===== src/rtl/xmailbox_pkg.sv =====
// Shared definitions for the controller mailbox: register offsets, STATUS
// field positions and CTRL action bits.
package xmailbox_pkg;

    typedef enum logic [1:0] {
        MBX_DATA   = 2'd0,
        MBX_STATUS = 2'd1,
        MBX_CTRL   = 2'd2,
        MBX_THRESH = 2'd3
    } mbx_reg_e;

    localparam int ST_RX_EMPTY   = 0;
    localparam int ST_RX_FULL    = 1;
    localparam int ST_TX_EMPTY   = 2;
    localparam int ST_TX_FULL    = 3;
    localparam int ST_RX_UDF     = 4;
    localparam int ST_TX_OVF     = 5;
    localparam int ST_RX_CNT_LSB = 8;
    localparam int ST_TX_CNT_LSB = 16;
    localparam int ST_CNT_W      = 8;

    localparam int CTRL_FLUSH = 0;
    localparam int CTRL_CLR   = 1;

endpackage


===== src/rtl/xmailbox_if.sv =====
// Controller bus port plus TX/RX stream handshakes of the mailbox.
interface xmailbox_if #(
    parameter int DATA_W = 32
);
    logic              sel;
    logic              we;
    logic [1:0]        addr;
    logic [DATA_W-1:0] data_in;
    logic [DATA_W-1:0] data_to_rd;
    logic              irq;
    logic              tx_valid;
    logic [DATA_W-1:0] tx_data;
    logic              tx_ready;
    logic              rx_valid;
    logic [DATA_W-1:0] rx_data;
    logic              rx_ready;

    modport master (
        output sel, we, addr, data_in, tx_ready, rx_valid, rx_data,
        input  data_to_rd, irq, tx_valid, tx_data, rx_ready
    );

    modport slave (
        input  sel, we, addr, data_in, tx_ready, rx_valid, rx_data,
        output data_to_rd, irq, tx_valid, tx_data, rx_ready
    );
endinterface


===== src/rtl/xmailbox_fifo.sv =====
// Synchronous first-word-fall-through FIFO with flush; push/pop are ignored
// when full/empty so the count can never wrap.
module mbx_fifo #(
    parameter int DATA_W = 32,
    parameter int DEPTH  = 8
) (
    input  logic                     clk,
    input  logic                     rst,
    input  logic                     push,
    input  logic                     pop,
    input  logic                     flush,
    input  logic [DATA_W-1:0]        din,
    output logic [DATA_W-1:0]        dout,
    output logic [$clog2(DEPTH):0]   count,
    output logic                     empty,
    output logic                     full
);
    localparam int PTR_W = $clog2(DEPTH);
    localparam int CNT_W = PTR_W + 1;

    logic [DATA_W-1:0] mem [DEPTH];
    logic [PTR_W-1:0]  wr_ptr;
    logic [PTR_W-1:0]  rd_ptr;
    logic              do_push;
    logic              do_pop;

    assign empty   = (count == '0);
    assign full    = (count == CNT_W'(DEPTH));
    assign do_push = push & ~full;
    assign do_pop  = pop & ~empty;
    assign dout    = mem[rd_ptr];

    always_ff @(posedge clk) begin
        if (rst || flush) begin
            wr_ptr <= '0;
            rd_ptr <= '0;
            count  <= '0;
        end else begin
            if (do_push) wr_ptr <= wr_ptr + PTR_W'(1);
            if (do_pop)  rd_ptr <= rd_ptr + PTR_W'(1);
            count <= count + CNT_W'(do_push) - CNT_W'(do_pop);
        end
    end

    // Storage needs no reset; stale words are never visible while empty.
    always_ff @(posedge clk) begin
        if (do_push) mem[wr_ptr] <= din;
    end

endmodule


===== src/rtl/xmailbox.sv =====
// Memory-mapped mailbox: controller loads/stores bridged to TX and RX
// streaming FIFOs, with status/control registers and an RX level interrupt.
module xmailbox
    import xmailbox_pkg::*;
#(
    parameter int DATA_W = 32,
    parameter int DEPTH  = 8
) (
    input  logic     clk,
    input  logic     rst,
    xmailbox_if.slave bus
);
    localparam int CNT_W = $clog2(DEPTH) + 1;

    mbx_reg_e          reg_sel;
    logic              rd_op;
    logic              wr_op;
    logic              flush;
    logic              clr;
    logic              tx_push;
    logic              tx_pop;
    logic              rx_push;
    logic              rx_pop;
    logic [CNT_W-1:0]  tx_count;
    logic [CNT_W-1:0]  rx_count;
    logic [CNT_W-1:0]  rx_count_next;
    logic [CNT_W-1:0]  thresh;
    logic              tx_empty;
    logic              tx_full;
    logic              rx_empty;
    logic              rx_full;
    logic [DATA_W-1:0] tx_dout;
    logic [DATA_W-1:0] rx_dout;
    logic [DATA_W-1:0] status;
    logic [DATA_W-1:0] rd_mux;
    logic [DATA_W-1:0] rd_q;
    logic              rx_udf;
    logic              tx_ovf;
    logic              irq_q;

    assign reg_sel = mbx_reg_e'(bus.addr);

    always_comb begin
        rd_op   = bus.sel & ~bus.we;
        wr_op   = bus.sel & bus.we;
        flush   = wr_op && (reg_sel == MBX_CTRL) && bus.data_in[CTRL_FLUSH];
        clr     = wr_op && (reg_sel == MBX_CTRL) && bus.data_in[CTRL_CLR];
        tx_push = wr_op && (reg_sel == MBX_DATA) && !tx_full;
        tx_pop  = !tx_empty && bus.tx_ready;
        rx_push = bus.rx_valid && !rx_full;
        rx_pop  = rd_op && (reg_sel == MBX_DATA) && !rx_empty;
    end

    mbx_fifo #(.DATA_W(DATA_W), .DEPTH(DEPTH)) u_tx_fifo (
        .clk   (clk),
        .rst   (rst),
        .push  (tx_push),
        .pop   (tx_pop),
        .flush (flush),
        .din   (bus.data_in),
        .dout  (tx_dout),
        .count (tx_count),
        .empty (tx_empty),
        .full  (tx_full)
    );

    mbx_fifo #(.DATA_W(DATA_W), .DEPTH(DEPTH)) u_rx_fifo (
        .clk   (clk),
        .rst   (rst),
        .push  (rx_push),
        .pop   (rx_pop),
        .flush (flush),
        .din   (bus.rx_data),
        .dout  (rx_dout),
        .count (rx_count),
        .empty (rx_empty),
        .full  (rx_full)
    );

    // Next RX occupancy mirrors the FIFO update so irq lands with the count.
    always_comb begin
        rx_count_next = flush ? '0 : rx_count + CNT_W'(rx_push) - CNT_W'(rx_pop);
    end

    always_comb begin
        status                                 = '0;
        status[ST_RX_EMPTY]                    = rx_empty;
        status[ST_RX_FULL]                     = rx_full;
        status[ST_TX_EMPTY]                    = tx_empty;
        status[ST_TX_FULL]                     = tx_full;
        status[ST_RX_UDF]                      = rx_udf;
        status[ST_TX_OVF]                      = tx_ovf;
        status[ST_RX_CNT_LSB +: ST_CNT_W]      = ST_CNT_W'(rx_count);
        status[ST_TX_CNT_LSB +: ST_CNT_W]      = ST_CNT_W'(tx_count);
    end

    always_comb begin
        rd_mux = '0;
        case (reg_sel)
            MBX_DATA:   rd_mux = rx_empty ? '0 : rx_dout;
            MBX_STATUS: rd_mux = status;
            MBX_CTRL:   rd_mux = '0;
            MBX_THRESH: rd_mux = DATA_W'(thresh);
            default:    rd_mux = '0;
        endcase
    end

    always_ff @(posedge clk) begin
        if (rst) begin
            rd_q   <= '0;
            irq_q  <= 1'b0;
            rx_udf <= 1'b0;
            tx_ovf <= 1'b0;
            thresh <= CNT_W'(1);
        end else begin
            if (rd_op) rd_q <= rd_mux;
            if (clr) begin
                rx_udf <= 1'b0;
                tx_ovf <= 1'b0;
            end else begin
                if (rd_op && (reg_sel == MBX_DATA) && rx_empty) rx_udf <= 1'b1;
                if (wr_op && (reg_sel == MBX_DATA) && tx_full)  tx_ovf <= 1'b1;
            end
            if (wr_op && (reg_sel == MBX_THRESH)) thresh <= bus.data_in[CNT_W-1:0];
            irq_q <= (thresh != '0) && (rx_count_next >= thresh);
        end
    end

    assign bus.data_to_rd = rd_q;
    assign bus.irq        = irq_q;
    assign bus.tx_valid   = ~tx_empty;
    assign bus.tx_data    = tx_dout;
    assign bus.rx_ready   = ~rx_full;

endmodule


===== src/flat_wrapper.sv =====
// flat-port wrapper written by rule: the top's interface ports become plain ports
module xmailbox_flat import xmailbox_pkg::*;
#(
    parameter int DATA_W = 32,
    parameter int DEPTH  = 8
)
  (clk, rst, bus_sel, bus_we, bus_addr, bus_data_in, bus_tx_ready, bus_rx_valid, bus_rx_data, bus_data_to_rd, bus_irq, bus_tx_valid, bus_tx_data, bus_rx_ready);
  xmailbox_if #(.DATA_W(DATA_W)) bus_i ();
  input  logic clk;
  input  logic rst;
  input wire logic [$bits(bus_i.sel)-1:0] bus_sel;
  input wire logic [$bits(bus_i.we)-1:0] bus_we;
  input wire logic [$bits(bus_i.addr)-1:0] bus_addr;
  input wire logic [$bits(bus_i.data_in)-1:0] bus_data_in;
  input wire logic [$bits(bus_i.tx_ready)-1:0] bus_tx_ready;
  input wire logic [$bits(bus_i.rx_valid)-1:0] bus_rx_valid;
  input wire logic [$bits(bus_i.rx_data)-1:0] bus_rx_data;
  output wire logic [$bits(bus_i.data_to_rd)-1:0] bus_data_to_rd;
  output wire logic [$bits(bus_i.irq)-1:0] bus_irq;
  output wire logic [$bits(bus_i.tx_valid)-1:0] bus_tx_valid;
  output wire logic [$bits(bus_i.tx_data)-1:0] bus_tx_data;
  output wire logic [$bits(bus_i.rx_ready)-1:0] bus_rx_ready;
  assign bus_i.sel = bus_sel;
  assign bus_i.we = bus_we;
  assign bus_i.addr = bus_addr;
  assign bus_i.data_in = bus_data_in;
  assign bus_i.tx_ready = bus_tx_ready;
  assign bus_i.rx_valid = bus_rx_valid;
  assign bus_i.rx_data = bus_rx_data;
  assign bus_data_to_rd = bus_i.data_to_rd;
  assign bus_irq = bus_i.irq;
  assign bus_tx_valid = bus_i.tx_valid;
  assign bus_tx_data = bus_i.tx_data;
  assign bus_rx_ready = bus_i.rx_ready;
  xmailbox #(.DATA_W(DATA_W), .DEPTH(DEPTH)) u_core (.clk(clk), .rst(rst), .bus(bus_i));
endmodule

===== config.mk =====
export PLATFORM = sky130hd
export DESIGN_NAME = xmailbox_flat
export DESIGN_NICKNAME = d
export VERILOG_FILES = /design/src/rtl/xmailbox_pkg.sv /design/src/rtl/xmailbox_if.sv /design/src/rtl/xmailbox_fifo.sv /design/src/rtl/xmailbox.sv /design/src/flat_wrapper.sv
export SDC_FILE = /design/constraint.sdc
export NUM_CORES = 1
export LEC_CHECK = 0
export ABC_AREA = 1
export CAP_MARGIN = 30
export CORE_ASPECT_RATIO = 1.75
export CORE_MARGIN = 2
export CORE_UTILIZATION = 39
export CTS_CLUSTER_DIAMETER = 80
export DETAILED_ROUTE_END_ITERATION = 8
export DONT_BUFFER_PORTS = 1
export GPL_TIMING_DRIVEN = 0
export PLACE_DENSITY = 0.58
export SYNTH_ARGS = -nofsm -noshare
export SYNTH_HDL_FRONTEND = slang
export SYNTH_SLANG_ARGS = --single-unit

===== constraint.sdc =====
create_clock -name clk -period 8.3 [get_ports clk]
set_clock_uncertainty 0.1 [all_clocks]
set_input_delay 0.83 -clock clk [delete_from_list [all_inputs] [get_ports clk]]
set_output_delay 0.83 -clock clk [all_outputs]
set_load 0.05 [all_outputs]

Word-level counts from Yosys, hierarchy flattened
Memories as Yosys holds them, arrays and structs flattened. A register that Yosys moved wholly into a read port is not among the register bits.
Index checks and enable logic that the tools add are counted.
Widths: inputs -> output; s select.

word-level totals
  word-level logic and storage cells = 74
  memories kept = 2
  register bits = 59
  RAM bits = 512
  output and inout port bits = 67
  bits of input ports = 72

cells by class
  add/sub/neg operators = 10
  reductions and logical operators = 23
  eq/ne operators = 5
  mux-type cells = 11
  order comparisons = 1
  bitwise logic cells = 11

memories
  name                  words  bits a word  rd ports  clocked after Yosys merged registers in  write ports  RTL line             source
  u_core.u_rx_fifo.mem  8      32           1         1                                        1            xmailbox_fifo.sv:21  logic [DATA_W-1:0] mem [DEPTH];
  u_core.u_tx_fifo.mem  8      32           1         1                                        1            xmailbox_fifo.sv:21

operators with widths
  operator             number
  $pmux 32 s4          1
  $mux 32              1
  $logic_and 1x1->1    13
  $add 3x1->3 const B  4
  $add 4x1->4          3
  $mux 3               4
  $sub 4x1->4          3
  $eq 4x4->1 const B   2
  $logic_not 4->1      2
  $and 1x1->1          6
  $not 1->1            5
  $eq 2x2->1 const B   2
  $ge 4x4->1           1
  $logic_not 1->1      4
  $mux 1               4
  $mux 4               1
  $reduce_bool 4->1    1
  $eq 2x1->1 const B   1
  $logic_not 2->1      1
  $reduce_or 2->1      1
  $logic_or 1x1->1     1

Longest topological paths before layout
  depth after elaboration = 8
  depth in mapped cells = 18
  gate-level depth less buffers = 18

By module
A second synthesis with hierarchy kept.

unflattened totals
  cell total of the unflattened synthesis = 2669
  area total of the unflattened synthesis = 25478.2 um^2

modules (own cells, without submodules)
  module                        sequential area each (um^2)  area an instance (um^2)  instances  cells each
  mbx_fifo at u_core.u_tx_fifo  7947.6                       11666.2                  1          1173
  mbx_fifo at u_core.u_rx_fifo  7947.6                       11664.9                  1          1172
  xmailbox                      780.7                        2147.1                   1          324

Worst setup path before layout
OpenSTA, ideal clock, no wires.

  path kind = input -> register
  start = input bus_sel
  end = memory u_core.u_tx_fifo.mem[3][0], enable pin
  required time = 7.739 ns
  data arrival time = 3.529 ns
  setup time = 0.461 ns
  cell stages on the path = 6
  buffers on the path = 0
  path slack = 4.210 ns
  cell sequence = nand2_1 inv_1 nand2_1 nor2_1 nand2_1 nor3_1

on the way
  longest elaborated chain between the ends = 6

ends and longest elaborated chain
  what                            RTL line             source
  start: declaration              flat_wrapper.sv:11   input wire logic [$bits(bus_i.sel)-1:0] bus_sel;
  $and 1x1->1                     xmailbox.sv:45       wr_op = bus.sel & bus.we;
  $logic_and 1x1->1 (2 in a row)  xmailbox.sv:48       tx_push = wr_op && (reg_sel == MBX_DATA) && !tx_full;
  $and 1x1->1                     xmailbox_fifo.sv:29  assign do_push = push & ~full;
  $mux 1                          xmailbox_fifo.sv:47  if (do_push) mem[wr_ptr] <= din;
  $mux 1 (implied by the code)    xmailbox_fifo.sv:47
  end: declaration                xmailbox_fifo.sv:21

Every way passes these cells.

Worst setup path in the final report
  start = register u_core.u_rx_fifo.count[1]
  end = register u_core.irq_q (netlist: u_core.bus.irq)

on the way
  longest elaborated chain between the ends = 8
  elaborated cells on any way between the ends = 11
  those cells by class = add/sub (2); order compare (1); eq/ne (1); mux (1); reduce/logical (6)

ends and longest elaborated chain
  what                      RTL line             source
  start: declaration        xmailbox_fifo.sv:14  output logic [$clog2(DEPTH):0] count,
  start signal: assignment  xmailbox_fifo.sv:41  count <= count + CNT_W'(do_push) - CNT_W'(do_pop);
  $eq 4x4->1                xmailbox_fifo.sv:28  assign full = (count == CNT_W'(DEPTH));
  $logic_not 1->1           xmailbox.sv:50       rx_push = bus.rx_valid && !rx_full;
  $logic_and 1x1->1         xmailbox.sv:50
  $add 4x1->4               xmailbox.sv:82       rx_count_next = flush ? '0 : rx_count + CNT_W'(rx_push) - CNT_W'(rx_pop);
  $sub 4x1->4 (*)           xmailbox.sv:82
  $mux 4 (*)                xmailbox.sv:82
  $ge 4x4->1 (*)            xmailbox.sv:125      irq_q <= (thresh != '0) && (rx_count_next >= thresh);
  $logic_and 1x1->1 (*)     xmailbox.sv:125
  end signal: assignment    xmailbox.sv:125
  end: declaration          xmailbox.sv:39       logic irq_q;

Every way passes the cells marked *; elsewhere a longest branch is shown, timed or not.
A chain may end at the register's enable or synchronous reset.

==> results.toml <==
[setup_path]
cp_slowest_cell = "nand3_1"
worstPathArrival_ns = 4.24
max_stage_delay_ns = 0.63
path_common_cell = "inv_1"
endpoint_kind = "register"
required_ns = 8.73
r2r_slack_ns = 4.49
cp_num_buf_inv = 5
path_max_fanout = 8
crit_type = "register to register"
crit_chain = "inv_1 -> nand3_1 -> nand2_1 -> ha_1 -> inv_1 -> ha_1 -> fa_1 -> nand2_1 -> inv_1 -> ha_1 -> inv_1 -> o21bai_1 -> nand3_1 -> nand3_1 -> o211ai_1 -> inv_1"
start_kind = "register"
crit_family = "simple AND/OR/NAND/NOR gates"

[route]
route.detailed.drc = 0
drtAntennaViolNets = 0
viasPerCell = 5.13
drt_iter0_markers = 1083
wl_mm = 65.0
post_drt_wl_per_cell_um = 21.1
vias = 15800
firstDrtPassIters = 5

[cells_and_area]
final_area_um2 = 27100
multi_input_area_um2 = 5770
final_common_cell = "edfxtp_1"
diodes = 0
final_util_pct = 44.9
nets = 2354
syn2layout_area_growth_pct = 13.6
drive_gt1_share_pct = 8.65
mostFrequentLayoutCells = "edfxtp_1 (512), nand2_1 (473), inv_1 (251)"
ff_latch_area_um2 = 16700
n_fill_cell = 5594

[clock_tree]
clkTransAtPathRegs_ns = 0.07
clock_sinks = 577
insertion_delay_ns = 0.61
cts_resized = 0
postCtsSetupBuffers = 0
cts_buffers = 53
cts-root-buf = "clkbuf_16"
postCtsHoldBufs = 0
cts_tree = "done"
ctsLongestPathBuffers = 3
htree_levels = 2

[die]
initial_core_util_pct = 39.5
die_h_um = 331
coreArea_um2 = 60300
die_x_um = 191
io-pin-count = 139
rows = 119
fp.dieArea_um2 = 63200

[synthesis]
synth.avg_cell_area_um2 = 10.9
ys_ff_latch = 577
synth_top_area_cell = "edfxtp_1"
syn-num-nets = 2279
synth_area_leaders = "edfxtp_1 (65%), nand2_1 (7.5%), dfxtp_1 (5.5%)"
postSynthCellCount = 2181
yosysSeqAreaShare_pct = 70.0
netlist_area_um2 = 23800
synth.distinct_cells = 37
synth_top_cell_area_share_pct = 64.5
yosysWarnings = 0

[sta]
rsz0062_at_grt = "no"
hold_slack_ns = 0.210
worst_slew_pin_slew_ns = 0.961
finalSetupViolations = 0
timing_hold_violations_final = 0
fin_crit_ns = 3.81
relSlewSlack_pct = 36.0
fin_tns_setup_ns = 0
slew_viol_final = 0
fmax_mhz = 263
fin_crit_sh_pct = 45.9

[grt]
grt_pass1_vias = 15900
grt_max_degree = 24
grtUsageTotal_pct = 20.5
grt_first_pass_wirelength_mm = 95.5
grt_antenna_before_repair = 0
grt_overflow_total = 0

[place]
io_buffers = 0
place_area_um2 = 25300
gp_congestion = 0.849
hpwl_mm = 44.4

[worst_hold_path]
hold_class = "input pin to register"

[pwr]
p_per_area_nw_per_um2 = 264
ir_worst_vdd_mv = 0.188
leakagePower_nw = 10.3

[run_status]
status = "finished clean"

[job]
maxCapViolations = 0
logic make-up (layout without fill, tap and decap cells):
group / Yosys count / after routing / share of synthesized area, %
simple gates: 925 / 925 / 16.1
flops: 577 / 577 / 70.0
xor+xnor: 3 / 3 / 0.110
fa+ha+maj: 26 / 26 / 1.46
compound gates: 284 / 284 / 6.08
buf+inv: 366 / 485 / 6.29
state kept, by name (all words and copies together), names as in the netlist, named ones only:
name	cells
u_core.u_rx_fifo.wr_ptr	3
u_core.u_tx_fifo.wr_ptr	3
u_core.tx_ovf	1
u_core.u_rx_fifo.mem	256
u_core.u_rx_fifo.rd_ptr	3
u_core.u_rx_fifo.count	4
u_core.u_tx_fifo.rd_ptr	3
u_core.thresh	4
u_core.u_tx_fifo.count	4
u_core.bus.irq	1
u_core.u_tx_fifo.mem	256
u_core.rx_udf	1
u_core.bus.data_to_rd	32
layout make-up:
cell class | count | share of cell area (%)
flip-flops and latches | 577 | 61.6
clock inverters | 34 | 1.30
repair buffers | 20 | 1.41
multi-input cells | 1238 | 21.3
well taps | 786 | 3.63
clock buffers | 65 | 5.21
plain buffers | 111 | 2.00
inverters | 255 | 3.54
stage by stage:
stage	std cells	worst slack [ns]	power (mW)
finish	3086	4.49	7.15
global route	3086	4.18	7.44
CTS	3086	4.39	7.21
detailed placement	2987	4.42	4.73
global placement	2967	1.71	4.68
floorplan	2181	4.21	4.34
Yosys cell counts, drive strengths merged:
master and n:
buf 72, nor3b 1, clkbuf 39, o21ai 223, nand4 2, nand3 209, nor2 227, o21a 2
fa 3, a21oi 51, xor2 3, nand3b 1, or2 5, a31oi 2, o22ai 3, dfxtp 65
nor3 4, nand2 476, ha 23, o21bai 1, o211ai 1, a211oi 1, inv 255, edfxtp 512
report_power, final:
| part | leakage, nW | switching (mW) | internal, mW | total [mW] |
|---|---|---|---|---|
| Combinational | 4.28 | 0.990 | 0.326 | 1.32 |
| Clock | 0.873 | 1.07 | 1.43 | 2.50 |
| Sequential | 5.16 | 0.0747 | 3.27 | 3.34 |
| Total | 10.3 | 2.13 | 5.02 | 7.15 |
final timing paths:
path                                                              start                                   end  cells after the start
worst max-delay path               u_core.u_rx_fifo.count[1]$_SDFF_PP0_             u_core.bus.irq$_SDFF_PP0_                     16
worst min register to register  u_core.u_rx_fifo.rd_ptr[2]$_SDFFE_PP0P_                              register                      2
worst max register to register     u_core.u_rx_fifo.count[1]$_SDFF_PP0_             u_core.bus.irq$_SDFF_PP0_                     16
worst min-delay path                                     bus_rx_data[3]  u_core.u_rx_fifo.mem[5][3]$_DFFE_PP_                      0
routing by layer:
metal / GRT usage (%) / part of all wire (%) / up-vias
li1: - / - / 7465
met1: 20.7 / 34 / 7626
met2: 38.6 / 53 / 581
met3: 5.52 / 7.9 / 168
met4: 9.77 / 4.4 / 0
met5: 0 / 0 / -
(Power assumes the default switching activity.)
